## src/rtl/led_blink_sequencer_if.sv

```systemverilog
// Start/busy/done handshake and LED drive between an upstream controller and the blink sequencer.
// Ports: i_start/i_count come from the controller; o_busy/o_done/o_led are returned by the sequencer.
// Modports: master = controller side, slave = sequencer side.
interface led_blink_sequencer_if #(
    parameter int CNT_W = 4
);
    logic             i_start;
    logic [CNT_W-1:0] i_count;
    logic             o_busy;
    logic             o_done;
    logic             o_led;

    modport master (
        output i_start,
        output i_count,
        input  o_busy,
        input  o_done,
        input  o_led
    );

    modport slave (
        input  i_start,
        input  i_count,
        output o_busy,
        output o_done,
        output o_led
    );
endinterface

```

## src/rtl/led_blink_sequencer.sv

```systemverilog
// Drives an LED through N timed on/off blinks on request, then pulses o_done for one cycle.
// Latency: outputs registered, o_led/o_busy (or o_done for a zero count) follow an accepted start by one cycle.
// Backpressure: starts are only accepted in IDLE; requests while busy or in DONE are dropped, not queued.
// Ports: clk, i_rst (sync, active-high), bus (slave modport: i_start, i_count, o_busy, o_done, o_led).
// Optional macro LED_PWM_EN: PWM-dims the LED during ON using PWM_PER/PWM_DUTY.
module led_blink_sequencer #(
    parameter int CLKS_ON  = 12_500_000,
    parameter int CLKS_OFF = 12_500_000,
    parameter int CNT_W    = 4,
    parameter int PWM_PER  = 16,
    parameter int PWM_DUTY = 4
) (
    input  logic                  clk,
    input  logic                  i_rst,
    led_blink_sequencer_if.slave  bus
);
    localparam logic [1:0] S_IDLE = 2'd0;
    localparam logic [1:0] S_ON   = 2'd1;
    localparam logic [1:0] S_OFF  = 2'd2;
    localparam logic [1:0] S_DONE = 2'd3;

    localparam int TMAX = (CLKS_ON > CLKS_OFF) ? CLKS_ON : CLKS_OFF;
    localparam int TW   = $clog2(TMAX + 1);
    localparam logic [TW-1:0] ON_LAST  = TW'(CLKS_ON - 1);
    localparam logic [TW-1:0] OFF_LAST = TW'(CLKS_OFF - 1);

    logic [1:0]       state, state_nxt;
    logic [TW-1:0]    timer, timer_nxt;
    logic [CNT_W-1:0] rem, rem_nxt;
    logic             led_nxt;

    // Next-state logic; the phase timer restarts from zero on every state change.
    always_comb begin
        state_nxt = state;
        timer_nxt = timer;
        rem_nxt   = rem;
        case (state)
            S_IDLE: begin
                timer_nxt = '0;
                if (bus.i_start) begin
                    if (bus.i_count != '0) begin
                        state_nxt = S_ON;
                        rem_nxt   = bus.i_count;
                    end else begin
                        state_nxt = S_DONE;
                    end
                end
            end
            S_ON: begin
                if (timer == ON_LAST) begin
                    state_nxt = S_OFF;
                    timer_nxt = '0;
                end else begin
                    timer_nxt = timer + TW'(1);
                end
            end
            S_OFF: begin
                if (timer == OFF_LAST) begin
                    timer_nxt = '0;
                    rem_nxt   = rem - CNT_W'(1);
                    // rem still holds the blink just finished, so 1 means this was the last one.
                    state_nxt = (rem == CNT_W'(1)) ? S_DONE : S_ON;
                end else begin
                    timer_nxt = timer + TW'(1);
                end
            end
            S_DONE: begin
                state_nxt = S_IDLE;
                timer_nxt = '0;
            end
            default: begin
                state_nxt = S_IDLE;
                timer_nxt = '0;
            end
        endcase
    end

`ifdef LED_PWM_EN
    localparam int PW = $clog2(PWM_PER);

    logic [PW-1:0] pwm_cnt, pwm_nxt;

    // Free-running PWM phase, forced back to zero on entry to ON so each blink starts high.
    always_comb begin
        if (state_nxt == S_ON && state != S_ON) begin
            pwm_nxt = '0;
        end else if (pwm_cnt == PW'(PWM_PER - 1)) begin
            pwm_nxt = '0;
        end else begin
            pwm_nxt = pwm_cnt + PW'(1);
        end
        led_nxt = (state_nxt == S_ON) && (int'(pwm_nxt) < PWM_DUTY);
    end

    always_ff @(posedge clk) begin
        if (i_rst) begin
            pwm_cnt <= '0;
        end else begin
            pwm_cnt <= pwm_nxt;
        end
    end
`else
    localparam int unused_pwm_cfg = PWM_PER + PWM_DUTY;

    always_comb begin
        led_nxt = (state_nxt == S_ON);
    end
`endif

    // Outputs are registered from the next state so they line up with the state register.
    always_ff @(posedge clk) begin
        if (i_rst) begin
            state      <= S_IDLE;
            timer      <= '0;
            rem        <= '0;
            bus.o_led  <= 1'b0;
            bus.o_busy <= 1'b0;
            bus.o_done <= 1'b0;
        end else begin
            state      <= state_nxt;
            timer      <= timer_nxt;
            rem        <= rem_nxt;
            bus.o_led  <= led_nxt;
            bus.o_busy <= (state_nxt == S_ON) || (state_nxt == S_OFF);
            bus.o_done <= (state_nxt == S_DONE);
        end
    end
endmodule

```

## src/flat_wrapper.sv

```systemverilog
// flat-port wrapper written by rule: the top's interface ports become plain ports
module led_blink_sequencer_flat 
#(
    parameter int CLKS_ON  = 12_500_000,
    parameter int CLKS_OFF = 12_500_000,
    parameter int CNT_W    = 4,
    parameter int PWM_PER  = 16,
    parameter int PWM_DUTY = 4
)
  (clk, i_rst, bus_i_start, bus_i_count, bus_o_busy, bus_o_done, bus_o_led);
  led_blink_sequencer_if #(.CNT_W(CNT_W)) bus_i ();
  input  logic clk;
  input  logic i_rst;
  input wire logic [$bits(bus_i.i_start)-1:0] bus_i_start;
  input wire logic [$bits(bus_i.i_count)-1:0] bus_i_count;
  output wire logic [$bits(bus_i.o_busy)-1:0] bus_o_busy;
  output wire logic [$bits(bus_i.o_done)-1:0] bus_o_done;
  output wire logic [$bits(bus_i.o_led)-1:0] bus_o_led;
  assign bus_i.i_start = bus_i_start;
  assign bus_i.i_count = bus_i_count;
  assign bus_o_busy = bus_i.o_busy;
  assign bus_o_done = bus_i.o_done;
  assign bus_o_led = bus_i.o_led;
  led_blink_sequencer #(.CLKS_ON(CLKS_ON), .CLKS_OFF(CLKS_OFF), .CNT_W(CNT_W), .PWM_PER(PWM_PER), .PWM_DUTY(PWM_DUTY)) u_core (.clk(clk), .i_rst(i_rst), .bus(bus_i));
endmodule
```

## config.mk

```make
export PLATFORM = sky130hd
export DESIGN_NAME = led_blink_sequencer_flat
export DESIGN_NICKNAME = d
export VERILOG_FILES = /design/src/rtl/led_blink_sequencer_if.sv /design/src/rtl/led_blink_sequencer.sv /design/src/flat_wrapper.sv
export SDC_FILE = /design/constraint.sdc
export NUM_CORES = 1
export LEC_CHECK = 0
export ABC_AREA = 1
export CORE_ASPECT_RATIO = 1.2
export CORE_MARGIN = 2
export CORE_UTILIZATION = 54
export DETAILED_ROUTE_END_ITERATION = 10
export PLACE_DENSITY = 0.78
export SLEW_MARGIN = 20
export SYNTH_ARGS = -nofsm -noshare
export SYNTH_HDL_FRONTEND = slang
export SYNTH_SLANG_ARGS = --single-unit
```

## constraint.sdc

```tcl
create_clock -name clk -period 5.46 [get_ports clk]
set_input_delay 0.819 -clock clk [delete_from_list [all_inputs] [get_ports clk]]
set_output_delay 0.819 -clock clk [all_outputs]
set_load 0.1 [all_outputs]
```

# Yosys cells after proc, flatten, opt, wreduce, memory -nomap -nowiden
# Cells that the tools add are included.
# word_totals
ff_bits,33
word_cells,38
out_inout_bits,3
# classes
muxes,12
reduce_logical,7
eq_ne,11
n_addsub,2
# op_table
op,n
case mux 24 bit (2 select lines),1
adder 24 x 1 -> 24 bit (second input constant),1
equality test 24 bit (second input constant),1
2-to-1 mux 24 bit,1
2-to-1 mux 4 bit,3
2-to-1 mux 2 bit,5
equality test 2 bit (second input constant),4
case mux 2 bit (4 select lines),1
case mux 4 bit (2 select lines),1
equality test 2 x 1 -> 1 bit (second input constant),2
equality test 4 x 1 -> 1 bit (second input constant),1
!= test 2 x 1 -> 1 bit (second input constant),2
AND reduction 4 bit,1
nonzero test 4 bit,1
OR reduction 2 bit,2
subtractor 4 x 1 -> 4 bit (second input constant),1
logical NOT 2 bit,1
!= test 2 bit (second input constant),1
nonzero test 2 bit,1
logical OR 1 bit,1

# Depth between registers and ports, before layout
# depth
depth_word,6
depth_mapped,12
ltp_nobuf,12

# Worst setup path before layout
# No wires, ideal clock.
# synth_timing
path_kind,in2reg
start,input bus_i_count[3]
end,register u_core.bus.o_busy
t_required_ps,5396
stages,9
setup_slack_ps,3571
arrival_ps,1825
path_cell_list,nor2_1 -> nand4_1 -> or2_2 -> nand2_1 -> inv_1 -> nand2_1 -> inv_1 -> ha_1 -> nor2_1
# synth_between
elab_chain_cells,6
# synth_rtl
element,line,text
start: declaration,flat_wrapper.sv:15,input wire logic [$bits(bus_i.i_count)-1:0] bus_i_count;
nonzero test 4 bit (*),led_blink_sequencer.sv:41,if (bus.i_count != '0) begin
2-to-1 mux 2 bit (*),led_blink_sequencer.sv:41,
2-to-1 mux 2 bit (*),led_blink_sequencer.sv:40,if (bus.i_start) begin
case mux 2 bit (4 select lines) (*),led_blink_sequencer.sv:37,case (state)
via u_core.state_nxt[1],led_blink_sequencer.sv:27,"logic [1:0] state, state_nxt;"
equality test 2 x 1 -> 1 bit or equality test 2 bit (tied branches),led_blink_sequencer.sv:124,bus.o_busy <= (state_nxt == S_ON) || (state_nxt == S_OFF);
logical OR 1 bit (*),led_blink_sequencer.sv:124,
end signal: assignment,led_blink_sequencer.sv:124,
end: declaration,led_blink_sequencer_if.sv:24,"output o_busy,"
# The timed path passes the listed nets; every way through them passes the cells marked *.
# A chain may end at the register's enable or synchronous reset.

# Worst setup path in the final report
# layout_timing
start,register u_core.bus.o_busy
end,output bus_o_busy
# layout_lines
element,line,text
end: declaration,flat_wrapper.sv:16,output wire logic [$bits(bus_i.o_busy)-1:0] bus_o_busy;
# No word-level cell between the ends.

==> impl_metrics.py <==
metrics = {
    "run_status": {
        "status": "completed",
    },
    "finish": {
        "fin_cells": 328,
        "drive_gt1_frac": 0.0962,
        "syn_to_final_growth_pct": 10.8,
        "fin_util": 0.629,
        "antenna_cells": 0,
        "nets": 302,
    },
    "critical_path": {
        "worstSetupEndpointType": "primary output",
        "crit_type": "flop to primary output",
        "critPathMaxStageDelay_ps": 1120,
        "critPathTopFamily": "buffers and inverters",
        "cp.required_ps": 4640,
        "path_cells": "clkdlybuf4s50_1",
        "cp_max_fo": 1,
        "critPathLaunchType": "flop",
        "crit_arrival_ps": 1730,
        "crit_slowest_cell": "clkdlybuf4s50_1",
        "crit_buf_inv": 1,
    },
    "die": {
        "die_w_um": 58.1,
        "die_h_um": 68.9,
        "pin_count": 10,
        "core_area_um2": 3340,
        "dieArea_um2": 4000,
        "rows": 23,
        "initial_core_util": 0.567,
    },
    "synth": {
        "avgSynthCellArea_um2": 6.86,
        "synth_seq_area_share": 0.349,
        "synth_top_area_cell": "dfxtp_1",
        "async_flop_share": 0,
        "netlist_top_cells_count": "70 x nand2_1, 53 x nor2_1, 33 x dfxtp_1",
        "synthesis.area_um2": 1890,
        "yosys_warnings": 0,
        "synth_most_common_cell": "nand2_1",
        "synth_cell_types": 30,
        "synth.top_cell.area_share": 0.349,
        "synth_cells": 276,
        "synth_edf_count": 0,
        "yosys_register_bits": 33,
        "syn-num-nets": 288,
        "yosys-top-cells-area": "dfxtp_1 35%, nand2_1 14%, nor2_1 11%, inv_1 5.8%, a21oi_1 4.2%",
        "synth_ff_type": "dfxtp_1",
    },
    "power": {
        "power.total_w": 0.000488,
        "p_sw_w": 0.000134,
        "pwr-share-comb": 0.107,
        "ir_drop_uv": 182,
        "swShare": 0.274,
        "leakage_nw": 0.737,
        "clockPowerShare": 0.377,
        "p_per_area_nw_per_um2": 233,
        "p_int_w": 0.000354,
        "seq_power_share": 0.516,
    },
    "clock_tree": {
        "post_cts_resized": 0,
        "htreeDepth": 2,
        "tritoncts": "yes",
        "clkSinkCount": 33,
        "clk_latency_ps": 290,
        "path_clk_slew_ps": 70,
        "root_buffer": "clkbuf_8",
        "hold_buffers": 0,
        "post-cts-setup-buffer-count": 0,
        "cts.path.max_buffers": 2,
        "numCtsBuffers": 5,
    },
    "timing": {
        "tns_ps": 0,
        "relSlewSlack": 0.352,
        "fin_crit_ps": 2550,
        "setup_violations": 0,
        "fin_ws_ps": 2910,
        "skew_ps": 8.14,
        "fmax_ghz": 0.392,
        "grt_setup_unrepaired": "no",
        "slew_violations": 0,
        "finalHoldViolations": 0,
        "finalCritPeriodShare": 0.468,
        "worst_slew_pin_slew_ps": 969,
    },
    "job": {
        "maxCapViolations": 0,
    },
    "grt": {
        "antenna_found_initial": 0,
        "grt_pass1_wl_um": 6350,
        "grt_overflow_total": 0,
        "grtUsageTotal": 0.211,
        "grt_max_degree": 25,
        "grt_pass1_vias": 1499,
    },
    "place": {
        "dpl.hpwl_um": 2890,
        "placed_cells": 320,
        "place_congestion": 0.876,
        "dp_slack_ps": 3030,
        "port_buffers": 9,
    },
    "drt": {
        "wire_per_inst_um": 11.3,
        "ant_nets": 0,
        "avgViaCountPerCell": 5.15,
        "dr_total_vias": 1690,
        "first_pass_iters": 4,
        "drt_first_iter_violations": 41,
        "drt-total-wl_um": 3700,
        "drc": 0,
    },
    "min_path": {
        "hold_class": "flop to flop",
    },
}
-- final cells by class --
cell class	count	area, um2
fill	320	1240
multi-input combinational	209	1090
sequential	33	661
inverter	32	120
timing repair buffer	9	90.1
clock buffer	5	68.8
tap	37	46.3
clock inverter	3	22.5
-- worst reg2reg max path, cell delays in order (launching register included) --
cell,delay [ps]
dfxtp_1,430
ha_1,310
nand3_2,150
nor2_4,160
nand3_4,130
o21ai_0,260
nand2_1,130
ha_1,290
nor2_1,100
-- power by group through the flow --
| stage | registers (W) | logic (W) | clock network, W |
|---|---|---|---|
| finish | 0.000252 | 0.0000524 | 0.000184 |
| global route | 0.000252 | 0.0000590 | 0.000201 |
| CTS | 0.000251 | 0.0000528 | 0.000190 |
| detailed placement | 0.000257 | 0.0000526 | 0 |
| global placement | 0.000257 | 0.0000514 | 0 |
| floorplan | 0.000268 | 0.0000291 | 0 |
-- state kept, by name (all words and copies together) (netlist names) --
register,cells
u_core.rem,4
u_core.bus.o_busy,1
u_core.timer,24
u_core.bus.o_led,1
u_core.bus.o_done,1
u_core.state,2
-- layout by cell type, fill, tap and decap left out, types with 3 or more instances in the layout --
cell / netlist / routed
nand2_1: 70 / 70
nor2_1: 53 / 53
nand4_1: 8 / 8
xor2_1: 7 / 7
nand3_1: 11 / 11
o21ai_0: 3 / 3
or2_2: 3 / 3
clkinvlp_4: 0 / 3
clkdlybuf4s50_1: 0 / 9
clkbuf_8: 0 / 5
xnor2_1: 3 / 3
ha_1: 5 / 5
dfxtp_1: 33 / 33
nor2_2: 3 / 3
nor2_4: 3 / 3
inv_1: 29 / 29
nand3b_1: 8 / 8
a21oi_1: 16 / 16
nor3_1: 4 / 4
-- routing by layer --
metal | track usage | share of wire
met1 | 0.233 | 0.43
met2 | 0.368 | 0.49
met3 | 0.0578 | 0.037
met4 | 0.116 | 0.039
met5 | 0 | 0
-- path summary, 6_finish.rpt --
path                     startpoint  slack [ps]  depth (start not counted)                end
setup / recovery  u_core.bus.o_busy        2910                          1         bus_o_busy
hold / removal     u_core.timer[23]         480                          2   u_core.timer[23]
setup reg to reg    u_core.timer[0]        3450                          8  u_core.bus.o_busy
hold reg to reg    u_core.timer[23]         480                          2   u_core.timer[23]
-- stage by stage --
| step | hold WS, ps | cell area, um2 |
|---|---|---|
| 3_3_place_gp | 460 | 2010 |
| 4_1_cts | 479 | 2100 |
| 2_1_floorplan | 445 | 1890 |
| 5_1_grt | 511 | 2100 |
| 6_report | 475 | 2100 |
| 3_5_place_dp | 468 | 2010 |
-- cells by family after synthesis --
family,share of synthesized area
compound gates,0.0727
xor+xnor,0.0463
fa+ha+maj,0.0330
buf+inv,0.0753
flops,0.349
simple gates,0.424
Note: power is estimated with default switching activity, not from simulation.
